<file path="src/rtl/ysyx_25020037_ifu_if.sv">
// Fetch-side bundle of the IFU: icache request/response, redirect, decode handoff.
// master = IFU (drives ic_addr/ic_valid/if_*), slave = icache + execute + decode side.
interface ysyx_25020037_ifu_if #(
    parameter int ADDR_WIDTH = 32,
    parameter int DATA_WIDTH = 32
);
    logic [ADDR_WIDTH-1:0] ic_addr;
    logic                  ic_valid;
    logic [DATA_WIDTH-1:0] ic_inst;
    logic                  ic_hit;
    logic                  redirect_valid;
    logic [ADDR_WIDTH-1:0] redirect_pc;
    logic                  id_ready;
    logic                  if_valid;
    logic [ADDR_WIDTH-1:0] if_pc;
    logic [DATA_WIDTH-1:0] if_inst;

    modport master (
        output ic_addr, ic_valid,
        input  ic_inst, ic_hit,
        input  redirect_valid, redirect_pc,
        input  id_ready,
        output if_valid, if_pc, if_inst
    );

    modport slave (
        input  ic_addr, ic_valid,
        output ic_inst, ic_hit,
        output redirect_valid, redirect_pc,
        output id_ready,
        input  if_valid, if_pc, if_inst
    );
endinterface

</file>
<file path="src/rtl/ysyx_25020037_ifu.sv">
// Instruction fetch unit: owns the PC, requests the icache, buffers {pc,inst} in a 2-entry FIFO.
// Ports: clk, rst (async active-low), io_fetch (master: ic_*, redirect_*, id_ready, if_*).
module ysyx_25020037_ifu #(
    parameter int                    ADDR_WIDTH = 32,
    parameter int                    DATA_WIDTH = 32,
    parameter logic [ADDR_WIDTH-1:0] RESET_PC   = 32'h3000_0000,
    parameter int                    FIFO_DEPTH = 2
) (
    input  logic                    clk,
    input  logic                    rst,
    ysyx_25020037_ifu_if.master     io_fetch
);
    localparam int PTR_W = $clog2(FIFO_DEPTH);
    localparam int CNT_W = $clog2(FIFO_DEPTH + 1);

    typedef enum logic [1:0] {
        S_BOOT,
        S_RUN,
        S_MISS
    } state_t;

    typedef struct packed {
        logic [ADDR_WIDTH-1:0] pc;
        logic [DATA_WIDTH-1:0] inst;
    } if_id_t;

    state_t                r_state;
    logic [ADDR_WIDTH-1:0] r_pc;
    logic                  r_pend_valid;
    logic [ADDR_WIDTH-1:0] r_pend_pc;
    if_id_t                r_fifo [FIFO_DEPTH];
    logic [PTR_W-1:0]      r_wptr;
    logic [PTR_W-1:0]      r_rptr;
    logic [CNT_W-1:0]      r_cnt;

    state_t                w_state_nx;
    logic [ADDR_WIDTH-1:0] w_pc_nx;
    logic                  w_pend_valid_nx;
    logic [ADDR_WIDTH-1:0] w_pend_pc_nx;
    logic                  w_ic_valid;
    logic                  w_push;
    logic                  w_pop;
    logic                  w_full;
    logic                  w_if_valid;
    logic                  w_redir;
    logic                  w_hit;
    logic [ADDR_WIDTH-1:0] w_redir_pc;
    logic [ADDR_WIDTH-1:0] w_pc_inc;

    assign w_redir    = io_fetch.redirect_valid;
    assign w_hit      = io_fetch.ic_hit;
    assign w_redir_pc = io_fetch.redirect_pc & ~ADDR_WIDTH'(3);
    assign w_pc_inc   = r_pc + ADDR_WIDTH'(4);
    assign w_full     = (r_cnt == CNT_W'(FIFO_DEPTH));
    assign w_if_valid = (r_cnt != '0);
    assign w_pop      = w_if_valid & io_fetch.id_ready;

    always_comb begin
        w_state_nx      = r_state;
        w_pc_nx         = r_pc;
        w_pend_valid_nx = r_pend_valid;
        w_pend_pc_nx    = r_pend_pc;
        w_ic_valid      = 1'b0;
        w_push          = 1'b0;
        unique case (r_state)
            S_BOOT: begin
                w_state_nx = S_RUN;
                if (w_redir) w_pc_nx = w_redir_pc;
            end
            S_RUN: begin
                w_ic_valid = ~w_full;
                if (w_redir) begin
                    w_pc_nx = w_redir_pc;
                end else if (w_ic_valid && w_hit) begin
                    w_push  = 1'b1;
                    w_pc_nx = w_pc_inc;
                end else if (w_ic_valid) begin
                    w_state_nx = S_MISS;
                end
            end
            S_MISS: begin
                // pc stays frozen: the refill is indexed by ic_addr
                w_ic_valid = 1'b1;
                if (w_hit) begin
                    w_state_nx      = S_RUN;
                    w_pend_valid_nx = 1'b0;
                    if (w_redir) begin
                        w_pc_nx = w_redir_pc;
                    end else if (r_pend_valid) begin
                        w_pc_nx = r_pend_pc;
                    end else begin
                        w_push  = 1'b1;
                        w_pc_nx = w_pc_inc;
                    end
                end else if (w_redir) begin
                    w_pend_valid_nx = 1'b1;
                    w_pend_pc_nx    = w_redir_pc;
                end
            end
            default: w_state_nx = S_BOOT;
        endcase
    end

    always_ff @(posedge clk or negedge rst) begin
        if (!rst) begin
            r_state      <= S_BOOT;
            r_pc         <= RESET_PC;
            r_pend_valid <= 1'b0;
            r_pend_pc    <= '0;
        end else begin
            r_state      <= w_state_nx;
            r_pc         <= w_pc_nx;
            r_pend_valid <= w_pend_valid_nx;
            r_pend_pc    <= w_pend_pc_nx;
        end
    end

    // MISS never pushes into a full FIFO: it is entered only from a RUN
    // issue (not full) and nothing is pushed while the refill is pending.
    always_ff @(posedge clk or negedge rst) begin
        if (!rst) begin
            for (int i = 0; i < FIFO_DEPTH; i++) r_fifo[i] <= '0;
            r_wptr <= '0;
            r_rptr <= '0;
            r_cnt  <= '0;
        end else if (w_redir) begin
            r_wptr <= '0;
            r_rptr <= '0;
            r_cnt  <= '0;
        end else begin
            if (w_push) begin
                r_fifo[r_wptr] <= '{pc: r_pc, inst: io_fetch.ic_inst};
                r_wptr         <= r_wptr + PTR_W'(1);
            end
            if (w_pop) r_rptr <= r_rptr + PTR_W'(1);
            r_cnt <= r_cnt + CNT_W'(w_push) - CNT_W'(w_pop);
        end
    end

    assign io_fetch.ic_addr  = r_pc;
    assign io_fetch.ic_valid = w_ic_valid;
    assign io_fetch.if_valid = w_if_valid;
    assign io_fetch.if_pc    = r_fifo[r_rptr].pc;
    assign io_fetch.if_inst  = r_fifo[r_rptr].inst;
endmodule

</file>
<file path="src/flat_wrapper.sv">
// flat-port wrapper written by rule: the top's interface ports become plain ports
module ysyx_25020037_ifu_flat 
#(
    parameter int                    ADDR_WIDTH = 32,
    parameter int                    DATA_WIDTH = 32,
    parameter logic [ADDR_WIDTH-1:0] RESET_PC   = 32'h3000_0000,
    parameter int                    FIFO_DEPTH = 2
)
  (clk, rst, io_fetch_ic_addr, io_fetch_ic_valid, io_fetch_ic_inst, io_fetch_ic_hit, io_fetch_redirect_valid, io_fetch_redirect_pc, io_fetch_id_ready, io_fetch_if_valid, io_fetch_if_pc, io_fetch_if_inst);
  ysyx_25020037_ifu_if #(.ADDR_WIDTH(ADDR_WIDTH), .DATA_WIDTH(DATA_WIDTH)) io_fetch_i ();
  input  logic clk;
  input  logic rst;
  output wire logic [$bits(io_fetch_i.ic_addr)-1:0] io_fetch_ic_addr;
  output wire logic [$bits(io_fetch_i.ic_valid)-1:0] io_fetch_ic_valid;
  input wire logic [$bits(io_fetch_i.ic_inst)-1:0] io_fetch_ic_inst;
  input wire logic [$bits(io_fetch_i.ic_hit)-1:0] io_fetch_ic_hit;
  input wire logic [$bits(io_fetch_i.redirect_valid)-1:0] io_fetch_redirect_valid;
  input wire logic [$bits(io_fetch_i.redirect_pc)-1:0] io_fetch_redirect_pc;
  input wire logic [$bits(io_fetch_i.id_ready)-1:0] io_fetch_id_ready;
  output wire logic [$bits(io_fetch_i.if_valid)-1:0] io_fetch_if_valid;
  output wire logic [$bits(io_fetch_i.if_pc)-1:0] io_fetch_if_pc;
  output wire logic [$bits(io_fetch_i.if_inst)-1:0] io_fetch_if_inst;
  assign io_fetch_ic_addr = io_fetch_i.ic_addr;
  assign io_fetch_ic_valid = io_fetch_i.ic_valid;
  assign io_fetch_i.ic_inst = io_fetch_ic_inst;
  assign io_fetch_i.ic_hit = io_fetch_ic_hit;
  assign io_fetch_i.redirect_valid = io_fetch_redirect_valid;
  assign io_fetch_i.redirect_pc = io_fetch_redirect_pc;
  assign io_fetch_i.id_ready = io_fetch_id_ready;
  assign io_fetch_if_valid = io_fetch_i.if_valid;
  assign io_fetch_if_pc = io_fetch_i.if_pc;
  assign io_fetch_if_inst = io_fetch_i.if_inst;
  ysyx_25020037_ifu #(.ADDR_WIDTH(ADDR_WIDTH), .DATA_WIDTH(DATA_WIDTH), .RESET_PC(RESET_PC), .FIFO_DEPTH(FIFO_DEPTH)) u_core (.clk(clk), .rst(rst), .io_fetch(io_fetch_i));
endmodule
</file>
<file path="config.mk">
export PLATFORM = sky130hd
export DESIGN_NAME = ysyx_25020037_ifu_flat
export DESIGN_NICKNAME = d
export VERILOG_FILES = /design/src/rtl/ysyx_25020037_ifu_if.sv /design/src/rtl/ysyx_25020037_ifu.sv /design/src/flat_wrapper.sv
export SDC_FILE = /design/constraint.sdc
export NUM_CORES = 1
export LEC_CHECK = 0
export BUFFER_PORTS_ARGS = -buffer_cell sky130_fd_sc_hd__buf_2
export CAP_MARGIN = 15
export CORE_ASPECT_RATIO = 1.75
export CORE_MARGIN = 3
export CORE_UTILIZATION = 57
export DETAILED_ROUTE_END_ITERATION = 6
export GPL_TIMING_DRIVEN = 0
export HOLD_SLACK_MARGIN = 0.02
export PLACE_DENSITY_LB_ADDON = 0.1
export SETUP_SLACK_MARGIN = 0.02
export SLEW_MARGIN = 10
export SYNTH_ARGS = -nofsm -noshare
export SYNTH_HDL_FRONTEND = slang
export SYNTH_SLANG_ARGS = --single-unit
</file>
<file path="constraint.sdc">
create_clock -name clk -period 2.9 [get_ports clk]
set_input_delay 0.435 -clock clk [delete_from_list [all_inputs] [get_ports clk]]
set_output_delay 0.435 -clock clk [all_outputs]
set_load 0.05 [all_outputs]
</file>
==> impl_metrics.env <==
export IMPL_relSlewSlack_pct=42.11
export IMPL_postCtsSetupBuffers=0
export IMPL_grt_pass1_vias=8018
export IMPL_fin_util_pct=69.31
export IMPL_cts_buffers_inserted=17
export IMPL_first_pass_iters=5
export IMPL_die_area_sq_mm=0.01914
export IMPL_r2r_setup_slack_ns=0.11
export IMPL_rr_endpoint="u_core.io_fetch.ic_addr[12]"
export IMPL_p_leak_nw=5.460
export IMPL_drive_gt1_share_pct=44.21
export IMPL_start_util_pct=58.43
export IMPL_status="finished, final reports clean"
export IMPL_rr_worst_depth=10
export IMPL_synth_edf_count=0
export IMPL_clockBufferDepth=2
export IMPL_slowest_stage="buf_1"
export IMPL_grt_max_degree=96
export IMPL_fin_crit_ns=2.796
export IMPL_ys_seq_area_share_pct=48.07
export IMPL_drv_cap=0
export IMPL_min_delay_start="io_fetch_redirect_pc[3]"
export IMPL_rsz0062_at_grt="yes"
export IMPL_dp_slack_ns=-0.5450
export IMPL_h_tree_depth=4
export IMPL_die_x_microns=105.9
export IMPL_ant_nets=0
export IMPL_n_fill_cell=1382
export IMPL_critPathMaxStageDelay_ns=0.54
export IMPL_clkTransAtPathRegs_ns=0.08
export IMPL_regArea_sq_mm=0.004782
export IMPL_ios=167
export IMPL_setup_violations=0
export IMPL_wirelength_microns=27650
export IMPL_wire_per_inst_microns=21.59
export IMPL_grt_antenna_before_repair=0
export IMPL_syn_area_sq_mm=0.009948
export IMPL_whs_ns=0.2289
export IMPL_finalNetCount=1117
export IMPL_async_reset_ff_share_pct=100.0
export IMPL_postSynthCellCount=857
export IMPL_ys_seq_elements=191
export IMPL_fin_ws_ns=0.1038
export IMPL_vias=7922
export IMPL_vdd_ir_drop_max_mv=0.6483
export IMPL_io_buffers=160
export IMPL_finalHoldViolations=0
export IMPL_grt_pass1_wl_microns=43500
export IMPL_avgSynthCellArea_sq_um=11.61
export IMPL_min_to="u_core.r_pend_pc[3]"
export IMPL_cp_cell_sequence="clkbuf_1 > buf_1 > mux2_2 > buf_2"
export IMPL_place_area_sq_mm=0.01111
export IMPL_cts_sinks=191
export IMPL_ys_flop_type="dfrtp_1"
export IMPL_worstPathRequired_ns=2.47
export IMPL_endpoint_kind="primary output"
export IMPL_gr_total_overflow=0
export IMPL_via_per_inst=6.184
export IMPL_insertedDiodeCount=0
export IMPL_drt_iter0_drc=647
export IMPL_path_class="reg2out"
export IMPL_gr_usage_all_layers_pct=29.28
export IMPL_crit_fanout=10
export IMPL_insertion_delay_ns=0.44
export IMPL_clockRootBuffer="clkbuf_16"
export IMPL_yosys_warnings=0
export IMPL_worst_slew_pin_slew_ns=0.8617
export IMPL_finalMaxSlewViolations=0
export IMPL_crit_arrival_ns=2.36
export IMPL_rr_startpoint="u_core.r_state[0]"
export IMPL_dp_hpwl_microns=20080
export IMPL_start_kind="register"
export IMPL_multi_input_area_sq_mm=0.004713
export IMPL_power_density_mw_per_mm2=1338
export IMPL_stdcell_area_sq_mm=0.01180
export IMPL_syn_to_final_growth_pct=18.63
export IMPL_cts_tree="built"
export IMPL_core_sq_mm=0.01703
export IMPL_skew_ns=0.01930
export IMPL_die_h_microns=180.8
export IMPL_min_delay_path_depth=2
export IMPL_clock_fmax_mhz=357.6
export IMPL_row_count=63
export IMPL_hold_class="in2reg"
export IMPL_synth_cell_types=71
export IMPL_fin_crit_sh_pct=96.42
export IMPL_drc=0
export IMPL_gp_congestion=0.9641
==> report_power, final <==
part / total, W / switching [W] / internal [W]
Clock: 0.00255 / 0.00114 / 0.00141
Sequential: 0.00463 / 0.000865 / 0.00376
Combinational: 0.00861 / 0.00570 / 0.00291
Total: 0.0158 / 0.00770 / 0.00809
==> kinds of logic (layout without fill, tap and decap cells) <==
logic type	after synthesis	count (layout)	share of synthesized area, %
multiplexers	218	218	24.66
flip-flops	191	191	48.07
AO/OA/AOI/OAI	177	177	11.90
AND/OR/NAND/NOR	166	166	8.753
buffers and inverters	87	281	4.817
XOR/XNOR	10	10	0.8805
adder cells (fa/ha/maj)	7	7	0.8804
other	1	4	0.03769
==> registers in the layout, indices dropped and copies added, names as in the netlist <==
| name | cells |
|---|---|
| u_core.r_fifo | 124 |
| u_core.io_fetch.ic_addr | 30 |
| u_core.r_pend_pc | 30 |
| u_core.r_cnt | 2 |
| u_core.r_state | 2 |
| u_core.r_pend_valid | 1 |
| u_core.r_rptr | 1 |
| u_core.r_wptr | 1 |
==> through the flow <==
stage                     TNS, ns  std cells  total power, W
after floorplan                 0        860         0.01092
after global placement    -368.04       1247         0.01301
after detailed placement   -40.57       1250         0.01318
after CTS                       0       1281         0.01576
after global routing      -0.2185       1281         0.01656
final                           0       1281         0.01578
==> synth_stat cells (5+ instances only) <==
cell / count / area share [%]
o22ai_1: 5 / 0.31
a21o_1: 5 / 0.38
dfrtp_1: 189 / 48
a21oi_1: 29 / 1.5
ha_1: 7 / 0.88
a2bb2oi_1: 5 / 0.44
a32oi_1: 5 / 0.44
buf_2: 12 / 0.60
clkbuf_1: 36 / 1.4
o21ai_0: 53 / 2.7
nand4_1: 9 / 0.57
nor2_1: 39 / 1.5
buf_4: 7 / 0.53
nand2b_1: 5 / 0.31
a31oi_1: 11 / 0.69
xnor2_1: 9 / 0.79
inv_1: 14 / 0.53
clkbuf_8: 8 / 1.1
nor3_1: 13 / 0.65
o211ai_1: 6 / 0.45
and2_1: 5 / 0.31
nor4_1: 8 / 0.50
or3_1: 7 / 0.44
o31ai_1: 6 / 0.45
buf_1: 6 / 0.23
nand2_1: 40 / 1.5
nand3_1: 13 / 0.65
and4_1: 5 / 0.44
mux2_2: 217 / 25
==> metal layers <==
metal  wire length [microns]  vias up  GRT usage [%]
met1                   10320     3890          33.83
li1                        -     3515              -
met4                    1505        0          17.48
met5                       0        -              0
met3                    1751      105          5.113
met2                   14080      412          50.33
==> worst max-delay path, delay by kind of cell, from the launching register on <==
kind / cells / cell delay, ns
buffers and inverters: 3 / 1.18
multiplexers: 1 / 0.42
flip-flops: 1 / 0.32
==> layout by cell type (no fill, tap or decap), types with 5 or more instances in the layout <==
master	count
inv_1	14
nand2_1	40
mux2_2	217
nand4_1	9
and4_1	5
a21oi_1	29
clkbuf_16	17
xnor2_1	9
clkbuf_8	8
buf_4	8
nand3_1	13
a32oi_1	5
a2bb2oi_1	5
o31ai_1	6
clkbuf_4	5
dfrtp_1	189
o22ai_1	5
nor3_1	13
a21o_1	5
buf_2	167
nand2b_1	5
ha_1	7
or3_1	7
nor2_1	38
nor4_1	7
o211ai_1	6
clkbuf_2	7
o21ai_0	53
clkbuf_1	28
a31oi_1	11
==> final cells by class <==
cell class,instances,share of cell area [%]
clock buffers,17,3.605
plain buffers,71,3.764
inverters,14,0.4453
well taps,227,2.407
clock inverters,15,1.855
multi-input cells,582,39.94
flip-flops and latches,191,40.52
repair buffers,164,7.464
==> how the worst max path moves through the flow <==
stage                                from                          end  slack, ns  cells past startpoint
3_5_place_dp            u_core.r_state[0]            u_core.r_fifo[82]      -0.54                      8
2_1_floorplan  u_core.io_fetch.ic_addr[2]  u_core.io_fetch.ic_addr[22]       0.28                      7
5_1_grt                     u_core.r_rptr            io_fetch_if_pc[6]      -0.02                      4
3_3_place_gp                          rst           u_core.r_fifo[101]      -1.77                      1
4_1_cts                 u_core.r_state[0]            u_core.r_fifo[59]       0.03                      9
6_report                    u_core.r_rptr           io_fetch_if_pc[28]       0.10                      4
==> repair_timing <==
item,in CTS,in global routing
hold buffers,1,0
hold endpoints to repair,18,0
gates resized for setup,7,14
setup endpoints to repair,125,131
(Power assumes the default switching activity.)
